**src/rtl/ram_arbiter_if.sv**
```systemverilog
// Bus bundle for ram_arbiter: two requester ports (A and B) and the
// single-port RAM command/response path.
// master: the requesters plus the RAM (drives requests and ram_rdata).
// slave:  the arbiter itself.
interface ram_arbiter_if #(
    parameter int DATA_W = 8,
    parameter int ADDR_W = 4
);
    // Requester A
    logic              req_a;
    logic              wr_a;
    logic [ADDR_W-1:0] addr_a;
    logic [DATA_W-1:0] wdata_a;
    logic              gnt_a;
    logic [DATA_W-1:0] rdata_a;
    logic              rvalid_a;

    // Requester B
    logic              req_b;
    logic              wr_b;
    logic [ADDR_W-1:0] addr_b;
    logic [DATA_W-1:0] wdata_b;
    logic              gnt_b;
    logic [DATA_W-1:0] rdata_b;
    logic              rvalid_b;

    // RAM side
    logic              ram_en;
    logic              ram_wr;
    logic [ADDR_W-1:0] ram_addr;
    logic [DATA_W-1:0] ram_wdata;
    logic [DATA_W-1:0] ram_rdata;

    // Status
    logic              busy;

    modport master (
        output req_a, wr_a, addr_a, wdata_a,
        input  gnt_a, rdata_a, rvalid_a,
        output req_b, wr_b, addr_b, wdata_b,
        input  gnt_b, rdata_b, rvalid_b,
        input  ram_en, ram_wr, ram_addr, ram_wdata,
        output ram_rdata,
        input  busy
    );

    modport slave (
        input  req_a, wr_a, addr_a, wdata_a,
        output gnt_a, rdata_a, rvalid_a,
        input  req_b, wr_b, addr_b, wdata_b,
        output gnt_b, rdata_b, rvalid_b,
        output ram_en, ram_wr, ram_addr, ram_wdata,
        input  ram_rdata,
        output busy
    );
endinterface

```
**src/rtl/ram_arbiter.sv**
```systemverilog
// ram_arbiter: shares one single-port RAM between two requesters.
// One command is in flight at a time; IDLE -> ACCESS (1 cycle) -> IDLE for
// writes, IDLE -> ACCESS -> RESP (1 cycle) -> IDLE for reads, with the read
// data returned with a one-cycle rvalid pulse in the cycle after RESP.
// Every output is a register loaded from the next-cycle values computed by
// the output process, so gnt/ram_* are visible during ACCESS itself.
// Ties are resolved round-robin by default; defining FIXED_PRIORITY_EN makes
// requester A always win ties (B can starve and no last_grant is kept).
// Reset (rst_n) is synchronous, active-low, and wins over everything.
module ram_arbiter #(
    parameter int DATA_W = 8,
    parameter int ADDR_W = 4
) (
    input  logic          clk,
    input  logic          rst_n,
    ram_arbiter_if.slave  bus
);

    typedef enum logic [1:0] {
        ST_IDLE   = 2'd0,
        ST_ACCESS = 2'd1,
        ST_RESP   = 2'd2
    } state_e;

    state_e state_r;
    state_e next_state_s;

    // Arbitration and selected command
    logic              any_req_s;
    logic              start_s;
    logic              pick_b_s;
    logic              sel_wr_s;
    logic [ADDR_W-1:0] sel_addr_s;
    logic [DATA_W-1:0] sel_wdata_s;

    // Latched command attributes still needed after ACCESS; the address and
    // write data live in the ram_addr/ram_wdata output registers.
    logic              cmd_b_r;
    logic              cmd_wr_r;

    // Next-cycle output values
    logic              gnt_a_s;
    logic              gnt_b_s;
    logic              rvalid_a_s;
    logic              rvalid_b_s;
    logic [DATA_W-1:0] rdata_a_s;
    logic [DATA_W-1:0] rdata_b_s;
    logic              ram_en_s;
    logic              ram_wr_s;
    logic [ADDR_W-1:0] ram_addr_s;
    logic [DATA_W-1:0] ram_wdata_s;
    logic              busy_s;

    // Output registers
    logic              gnt_a_r;
    logic              gnt_b_r;
    logic              rvalid_a_r;
    logic              rvalid_b_r;
    logic [DATA_W-1:0] rdata_a_r;
    logic [DATA_W-1:0] rdata_b_r;
    logic              ram_en_r;
    logic              ram_wr_r;
    logic [ADDR_W-1:0] ram_addr_r;
    logic [DATA_W-1:0] ram_wdata_r;
    logic              busy_r;

`ifdef FIXED_PRIORITY_EN
    // Fixed priority: A wins whenever it requests.
    always_comb begin
        pick_b_s = bus.req_b & ~bus.req_a;
    end
`else
    // 1 = B was granted last, 0 = A was granted last.
    logic last_grant_r;

    // Round-robin history, updated only while a command is on the RAM.
    always_ff @(posedge clk) begin
        if (!rst_n) begin
            last_grant_r <= 1'b1;
        end else if (state_r == ST_ACCESS) begin
            last_grant_r <= cmd_b_r;
        end else begin
            last_grant_r <= last_grant_r;
        end
    end

    // Round-robin: on a tie the requester not granted last wins.
    always_comb begin
        pick_b_s = bus.req_b & (~bus.req_a | ~last_grant_r);
    end
`endif

    // Mux the winning requester's command and detect a new start in IDLE.
    always_comb begin
        any_req_s = bus.req_a | bus.req_b;
        start_s   = (state_r == ST_IDLE) & any_req_s;
        if (pick_b_s) begin
            sel_wr_s    = bus.wr_b;
            sel_addr_s  = bus.addr_b;
            sel_wdata_s = bus.wdata_b;
        end else begin
            sel_wr_s    = bus.wr_a;
            sel_addr_s  = bus.addr_a;
            sel_wdata_s = bus.wdata_a;
        end
    end

    // FSM state register.
    always_ff @(posedge clk) begin
        if (!rst_n) begin
            state_r <= ST_IDLE;
        end else begin
            state_r <= next_state_s;
        end
    end

    // FSM next-state logic.
    always_comb begin
        next_state_s = state_r;
        case (state_r)
            ST_IDLE: begin
                if (any_req_s) begin
                    next_state_s = ST_ACCESS;
                end else begin
                    next_state_s = ST_IDLE;
                end
            end
            ST_ACCESS: begin
                if (cmd_wr_r) begin
                    next_state_s = ST_IDLE;
                end else begin
                    next_state_s = ST_RESP;
                end
            end
            ST_RESP: begin
                next_state_s = ST_IDLE;
            end
            default: begin
                next_state_s = ST_IDLE;
            end
        endcase
    end

    // Latch winner identity and direction when a command is accepted.
    always_ff @(posedge clk) begin
        if (!rst_n) begin
            cmd_b_r  <= 1'b0;
            cmd_wr_r <= 1'b0;
        end else if (start_s) begin
            cmd_b_r  <= pick_b_s;
            cmd_wr_r <= sel_wr_s;
        end else begin
            cmd_b_r  <= cmd_b_r;
            cmd_wr_r <= cmd_wr_r;
        end
    end

    // Output logic: values the output registers take at the next edge.
    always_comb begin
        gnt_a_s     = 1'b0;
        gnt_b_s     = 1'b0;
        rvalid_a_s  = 1'b0;
        rvalid_b_s  = 1'b0;
        rdata_a_s   = rdata_a_r;
        rdata_b_s   = rdata_b_r;
        ram_en_s    = 1'b0;
        ram_wr_s    = 1'b0;
        ram_addr_s  = {ADDR_W{1'b0}};
        ram_wdata_s = {DATA_W{1'b0}};
        busy_s      = (next_state_s != ST_IDLE);
        case (state_r)
            ST_IDLE: begin
                // Entering ACCESS: present the command and grant the winner.
                if (start_s) begin
                    ram_en_s    = 1'b1;
                    ram_wr_s    = sel_wr_s;
                    ram_addr_s  = sel_addr_s;
                    ram_wdata_s = sel_wdata_s;
                    gnt_a_s     = ~pick_b_s;
                    gnt_b_s     = pick_b_s;
                end else begin
                    ram_en_s    = 1'b0;
                end
            end
            ST_ACCESS: begin
                // RAM command drops; read data arrives during RESP.
                ram_en_s = 1'b0;
            end
            ST_RESP: begin
                // Capture RAM data for the winner and flag it next cycle.
                rvalid_a_s = ~cmd_b_r;
                rvalid_b_s = cmd_b_r;
                if (cmd_b_r) begin
                    rdata_b_s = bus.ram_rdata;
                end else begin
                    rdata_a_s = bus.ram_rdata;
                end
            end
            default: begin
                ram_en_s = 1'b0;
            end
        endcase
    end

    // Output registers; reset clears everything and aborts any operation.
    always_ff @(posedge clk) begin
        if (!rst_n) begin
            gnt_a_r     <= 1'b0;
            gnt_b_r     <= 1'b0;
            rvalid_a_r  <= 1'b0;
            rvalid_b_r  <= 1'b0;
            rdata_a_r   <= {DATA_W{1'b0}};
            rdata_b_r   <= {DATA_W{1'b0}};
            ram_en_r    <= 1'b0;
            ram_wr_r    <= 1'b0;
            ram_addr_r  <= {ADDR_W{1'b0}};
            ram_wdata_r <= {DATA_W{1'b0}};
            busy_r      <= 1'b0;
        end else begin
            gnt_a_r     <= gnt_a_s;
            gnt_b_r     <= gnt_b_s;
            rvalid_a_r  <= rvalid_a_s;
            rvalid_b_r  <= rvalid_b_s;
            rdata_a_r   <= rdata_a_s;
            rdata_b_r   <= rdata_b_s;
            ram_en_r    <= ram_en_s;
            ram_wr_r    <= ram_wr_s;
            ram_addr_r  <= ram_addr_s;
            ram_wdata_r <= ram_wdata_s;
            busy_r      <= busy_s;
        end
    end

    assign bus.gnt_a     = gnt_a_r;
    assign bus.gnt_b     = gnt_b_r;
    assign bus.rvalid_a  = rvalid_a_r;
    assign bus.rvalid_b  = rvalid_b_r;
    assign bus.rdata_a   = rdata_a_r;
    assign bus.rdata_b   = rdata_b_r;
    assign bus.ram_en    = ram_en_r;
    assign bus.ram_wr    = ram_wr_r;
    assign bus.ram_addr  = ram_addr_r;
    assign bus.ram_wdata = ram_wdata_r;
    assign bus.busy      = busy_r;

endmodule

```
**src/flat_wrapper.sv**
```systemverilog
// flat-port wrapper written by rule: the top's interface ports become plain ports
module ram_arbiter_flat 
#(
    parameter int DATA_W = 8,
    parameter int ADDR_W = 4
)
  (clk, rst_n, bus_req_a, bus_wr_a, bus_addr_a, bus_wdata_a, bus_gnt_a, bus_rdata_a, bus_rvalid_a, bus_req_b, bus_wr_b, bus_addr_b, bus_wdata_b, bus_gnt_b, bus_rdata_b, bus_rvalid_b, bus_ram_en, bus_ram_wr, bus_ram_addr, bus_ram_wdata, bus_ram_rdata, bus_busy);
  ram_arbiter_if #(.DATA_W(DATA_W), .ADDR_W(ADDR_W)) bus_i ();
  input  logic clk;
  input  logic rst_n;
  input wire logic [$bits(bus_i.req_a)-1:0] bus_req_a;
  input wire logic [$bits(bus_i.wr_a)-1:0] bus_wr_a;
  input wire logic [$bits(bus_i.addr_a)-1:0] bus_addr_a;
  input wire logic [$bits(bus_i.wdata_a)-1:0] bus_wdata_a;
  output wire logic [$bits(bus_i.gnt_a)-1:0] bus_gnt_a;
  output wire logic [$bits(bus_i.rdata_a)-1:0] bus_rdata_a;
  output wire logic [$bits(bus_i.rvalid_a)-1:0] bus_rvalid_a;
  input wire logic [$bits(bus_i.req_b)-1:0] bus_req_b;
  input wire logic [$bits(bus_i.wr_b)-1:0] bus_wr_b;
  input wire logic [$bits(bus_i.addr_b)-1:0] bus_addr_b;
  input wire logic [$bits(bus_i.wdata_b)-1:0] bus_wdata_b;
  output wire logic [$bits(bus_i.gnt_b)-1:0] bus_gnt_b;
  output wire logic [$bits(bus_i.rdata_b)-1:0] bus_rdata_b;
  output wire logic [$bits(bus_i.rvalid_b)-1:0] bus_rvalid_b;
  output wire logic [$bits(bus_i.ram_en)-1:0] bus_ram_en;
  output wire logic [$bits(bus_i.ram_wr)-1:0] bus_ram_wr;
  output wire logic [$bits(bus_i.ram_addr)-1:0] bus_ram_addr;
  output wire logic [$bits(bus_i.ram_wdata)-1:0] bus_ram_wdata;
  input wire logic [$bits(bus_i.ram_rdata)-1:0] bus_ram_rdata;
  output wire logic [$bits(bus_i.busy)-1:0] bus_busy;
  assign bus_i.req_a = bus_req_a;
  assign bus_i.wr_a = bus_wr_a;
  assign bus_i.addr_a = bus_addr_a;
  assign bus_i.wdata_a = bus_wdata_a;
  assign bus_gnt_a = bus_i.gnt_a;
  assign bus_rdata_a = bus_i.rdata_a;
  assign bus_rvalid_a = bus_i.rvalid_a;
  assign bus_i.req_b = bus_req_b;
  assign bus_i.wr_b = bus_wr_b;
  assign bus_i.addr_b = bus_addr_b;
  assign bus_i.wdata_b = bus_wdata_b;
  assign bus_gnt_b = bus_i.gnt_b;
  assign bus_rdata_b = bus_i.rdata_b;
  assign bus_rvalid_b = bus_i.rvalid_b;
  assign bus_ram_en = bus_i.ram_en;
  assign bus_ram_wr = bus_i.ram_wr;
  assign bus_ram_addr = bus_i.ram_addr;
  assign bus_ram_wdata = bus_i.ram_wdata;
  assign bus_i.ram_rdata = bus_ram_rdata;
  assign bus_busy = bus_i.busy;
  ram_arbiter #(.DATA_W(DATA_W), .ADDR_W(ADDR_W)) u_core (.clk(clk), .rst_n(rst_n), .bus(bus_i));
endmodule
```
**config.mk**
```make
export PLATFORM = sky130hd
export DESIGN_NAME = ram_arbiter_flat
export DESIGN_NICKNAME = d
export VERILOG_FILES = /design/src/rtl/ram_arbiter_if.sv /design/src/rtl/ram_arbiter.sv /design/src/flat_wrapper.sv
export SDC_FILE = /design/constraint.sdc
export NUM_CORES = 1
export LEC_CHECK = 0
export ABC_AREA = 0
export CAP_MARGIN = 5
export CORE_MARGIN = 10
export CORE_UTILIZATION = 38
export CTS_CLUSTER_SIZE = 40
export DETAILED_ROUTE_END_ITERATION = 6
export PLACE_DENSITY_LB_ADDON = 0.12
export SYNTH_ARGS = -nofsm -noshare
export SYNTH_HDL_FRONTEND = slang
export SYNTH_SLANG_ARGS = --single-unit
```
**constraint.sdc**
```tcl
create_clock -name clk -period 1.34 [get_ports clk]
set_input_delay 0.268 -clock clk [delete_from_list [all_inputs] [get_ports clk]]
set_output_delay 0.268 -clock clk [all_outputs]
set_load 0.02 [all_outputs]
```
Word-level counts from Yosys, hierarchy flattened. Index checks and enable logic that the tools add are counted. Widths: inputs -> output; s select.

Register bits after elaboration: 40. Bits of input ports: 38. Output and inout bits: 35. Word-level logic and storage cells: 39.

Equality and inequality tests: 2. Multiplexer cells: 7. Bitwise gates (word level): 8. Reduce and logical (&&, ||, !) cells: 7.

Operator list (number): $mux 8 (1); $reduce_and 2->1 (4); $mux 4 (1); $not 1->1 (4); $pmux 2 s2 (1); $mux 1 (3); $reduce_and 3->1 (1); $and 1x1->1 (2); $eq 2x1->1 const B (1); $eq 2x2->1 const B (1); $logic_not 2->1 (1); $mux 2 (1); $or 1x1->1 (2); $reduce_bool 2->1 (1).

Depth between registers and ports, before layout.
Depth after elaboration: 4. Mapped depth: 5. Mapped depth without buffers: 3.

Worst setup path before layout. Ideal clock, no wire load.

Path type: register -> register. Start: register u_core.state_r[0]. End: register u_core.ram_addr_r[3] (netlist: u_core.bus.ram_addr[3]). Library setup time: 0.117 ns. Arrival time: 1.077 ns. Required time: 1.223 ns. Slack: 0.146 ns. Stages on the path, launching flop included: 6. Path buffers: 2. Period minus slack after synthesis: 1.194 ns. Cell sequence: dfxtp_1 > nor3b_2 > and3_1 > buf_6 > buf_12 > a22o_1.

Longest elaborated chain between the ends: 3.

Ends and longest elaborated chain: start: declaration (RTL line ram_arbiter.sv:25) `state_e state_r;`; start signal: assignment (RTL line ram_arbiter.sv:113) `state_r <= next_state_s;`; $logic_not 2->1 (*) (RTL line ram_arbiter.sv:96, ram_arbiter.sv:171); $and 1x1->1 (RTL line ram_arbiter.sv:96) `start_s = (state_r == ST_IDLE) & any_req_s;`; $reduce_and 3->1 (no line) (*); end signal: assignment (RTL line ram_arbiter.sv:216) `ram_addr_r <= {ADDR_W{1'b0}};`; end signal: assignment (RTL line ram_arbiter.sv:228) `ram_addr_r <= ram_addr_s;`; end: declaration (RTL line ram_arbiter.sv:63) `logic [ADDR_W-1:0] ram_addr_r;`.

Every way passes the cells marked *; elsewhere a longest branch is shown, timed or not. A chain may end at the register's enable or synchronous reset.

Final worst setup path.
Start: register u_core.rdata_b_r[1] (netlist: u_core.bus.rdata_b[1]). End: output port bus_rdata_b[1].

RTL lines: start: declaration (RTL line ram_arbiter.sv:60) `logic [DATA_W-1:0] rdata_b_r;`; start signal: assignment (RTL line ram_arbiter.sv:213) `rdata_b_r <= {DATA_W{1'b0}};`; start signal: assignment (RTL line ram_arbiter.sv:225) `rdata_b_r <= rdata_b_s;`; end: declaration (RTL line flat_wrapper.sv:23) `output wire logic [$bits(bus_i.rdata_b)-1:0] bus_rdata_b;`.

No word-level cell between the ends.

==> run summary <==
share of cells above drive strength 1 -> 10.3%
Inserted Clock Buffers -> 5
RSZ-0062 raised after global routing -> no
routing usage on met1 -> 10.6%
Final ANT Viol Nets -> 0
Pins Over Slew Limit -> 0
Nets -> 231
die area -> 6350 um2
Syn Nets -> 152
crit-path cells -> dlygate4sd2_1
sequential area share after synthesis -> 59.1%
met2 Usage GRT -> 18.8%
clk sinks -> 40
Leak -> 0.00103 uW
Detailed Route Iter0 Violations -> 42
via count of the first global-routing pass -> 1219
CP Launch Type -> register
num rows -> 21
initial antenna violation count -> 0
r2r startpoint -> u_core.state_r[0]
clock-pin slew on the worst setup and hold paths -> 110 ps
Worst Tran Pin Value -> 384 ps
TritonCTS clock tree -> built
number of diodes -> 0
critical setup path kind -> register to primary output
synth warn -> 0
status -> finished clean
worst path bufs/invs -> 1
IO Port Bufs -> 72
pre-CTS WS -> -271 ps
worst hold slack -> 448 ps
wire per inst -> 14.8 um
# H-tree levels -> 2
CTS Buffer Depth -> 2
endpoints failing hold -> 0
Worst Hold Launch -> u_core.cmd_wr_r
Critical Path AT -> 1020 ps
slowest stage cell, crit path -> dfxtp_1
Post-DP HPWL -> 2910 um
min cycle time layout -> 1290 ps
Max VDD drop -> 0.699 mV
Placer Congestion -> 0.673
Remaining DRCs -> 0
CP required -> 1070 ps
routed vias -> 1112
FF-to-FF setup slack -> 130 ps
IO Pins -> 73
pin count of the biggest net entering global routing -> 18
first-pass detailed-route iteration total -> 4
global route total overflow -> 0
Final Skew -> 3.39 ps
Setup WS post-layout -> 53.4 ps
Global Route met3 Usage -> 7.55%
Netlist Area Pre-Place -> 1360 um2
Layout area overhead -> 60.7%
Mapped Avg Cell Area -> 11.9 um2
via density per instance -> 4.63
synth unique cells -> 23
Critical Path End Type -> primary output
NetSw -> 550 uW
Critical path origin -> u_core.bus.rdata_b[1]
Core ar. -> 3390 um2
CTS root buf -> clkbuf_4
clock share of power -> 26.5%
Fmax achieved -> 777 MHz
Pint -> 1740 uW
final period utilization -> 96.0%
Max-slew headroom -> 74.0%
gr usage total -> 11.2%
CP top delay family -> flip-flops
PD cells -> 1050 nW/um2
switching part of the total -> 24.1%
maximum capacitance violations -> 0
Slowest Stage Delay on Critical Path -> 350 ps
Final setup viols -> 0
FF+latch count, synth -> 40
Critical Path Fanout Max -> 2
cells after synthesis -> 114
Layout fillers -> 289
die height -> 79.7 um
hold buffer count at CTS -> 0
global-route wire length before repair -> 5630 um
busiest layer in global routing -> met2
routed wire length -> 3550 um
Initial Utilization -> 40.0%
Flop pwr share -> 56.1%
Comb pwr share -> 17.4%
Worst Hold Class -> register to register
Clock Latency Late Sink -> 320 ps
Die W -> 79.7 um
[layout make-up]
class	instances	area [um2]	share of cell area, %
multi-input combinational	66	488	22.4
clock buffer	8	58.8	2.70
timing repair buffer	79	766	35.2
sequential	40	803	36.9
inverter	1	3.75	0.172
tap	46	57.6	2.64
[sequential cells by signal, indices dropped and copies added (netlist names), 2 cells and up]
signal	flops
u_core.bus.ram_addr	4
u_core.bus.ram_wdata	8
u_core.bus.rdata_a	8
u_core.bus.rdata_b	8
u_core.state_r	2
[logic make-up (layout without fill, tap and decap cells)]
| group | count (synthesis) | in the layout | synth area share [%] |
|---|---|---|---|
| buffers and inverters | 8 | 88 | 5.45 |
| multiplexers | 17 | 17 | 12.6 |
| AO/OA/AOI/OAI | 16 | 16 | 10.5 |
| AND/OR/NAND/NOR | 33 | 33 | 12.4 |
| flip-flops | 40 | 40 | 59.1 |
[metal layers]
metal	share of wire, %	up-vias	wire, um
met5	0	-	0
met4	1.0	0	37
met3	13	5	465
met2	49	51	1750
met1	37	498	1300
li1	-	558	-
[final timing paths]
kind	endpoint	cells past startpoint
setup / recovery	bus_rdata_b[1]	1
hold / removal	u_core.state_r[1]	1
setup reg to reg	u_core.bus.ram_wdata[7]	4
hold reg to reg	u_core.state_r[1]	1
[cell usage in the layout (no fill, tap or decap), types with 2 or more instances in the layout]
| cell | count |
|---|---|
| a22o_1 | 13 |
| and3_2 | 2 |
| buf_12 | 2 |
| buf_4 | 5 |
| clkbuf_1 | 2 |
| clkbuf_4 | 5 |
| clkdlybuf4s15_1 | 9 |
| clkdlybuf4s50_1 | 37 |
| dfxtp_1 | 38 |
| dfxtp_2 | 2 |
| dlygate4sd2_1 | 26 |
| mux2i_1 | 17 |
| nand2_1 | 2 |
| nand2b_1 | 3 |
| nor2_1 | 18 |
| nor2b_1 | 2 |
| nor3b_2 | 2 |
[power groups by stage]
| stage | Combinational (uW) | Sequential, uW | Clock (uW) |
|---|---|---|---|
| 2_1_floorplan | 125 | 1370 | 0 |
| 4_1_cts | 401 | 1280 | 625 |
| 5_1_grt | 425 | 1290 | 676 |
| 3_5_place_dp | 435 | 1310 | 0 |
| 3_3_place_gp | 427 | 1310 | 0 |
| 6_report | 397 | 1280 | 607 |
[timing repair]
item                                    4_1_cts  5_1_grt
setup buffers                                 0        0
gates resized for setup                      35       13
hold endpoints to repair                      0        0
gates cloned                                  0        0
endpoints found under the setup margin       35       19
[synthesized netlist by cell type]
cell	n	area, um2
o311a_1	1	10.0
a221o_1	1	10.0
or2_1	1	6.26
nand2_1	2	7.51
nor4b_1	1	8.76
and3_1	2	12.5
nor2b_1	2	12.5
buf_6	3	33.8
nor3b_2	1	12.5
nor2_1	18	67.6
nor3b_1	1	7.51
and2_1	1	6.26
inv_2	1	3.75
nand2b_1	3	18.8
buf_4	1	7.51
dfxtp_1	40	801
clkbuf_1	1	3.75
o311ai_0	1	8.76
a22o_1	13	114
buf_2	1	5.00
nand3b_1	1	7.51
buf_12	1	20.0
mux2i_1	17	170
[stage by stage]
stage	power [uW]	area [um2]	TNS, ps	std cells	util (%)
final	2290	2180	0	240	64.2
after global routing	2390	2180	0	240	64.2
after CTS	2310	2160	0	240	63.8
after detailed placement	1750	2150	-4010	232	63.3
after global placement	1740	2150	-3230	232	63.3
after floorplan	1500	1360	0	114	-
Power figures use the tool's default switching activity.
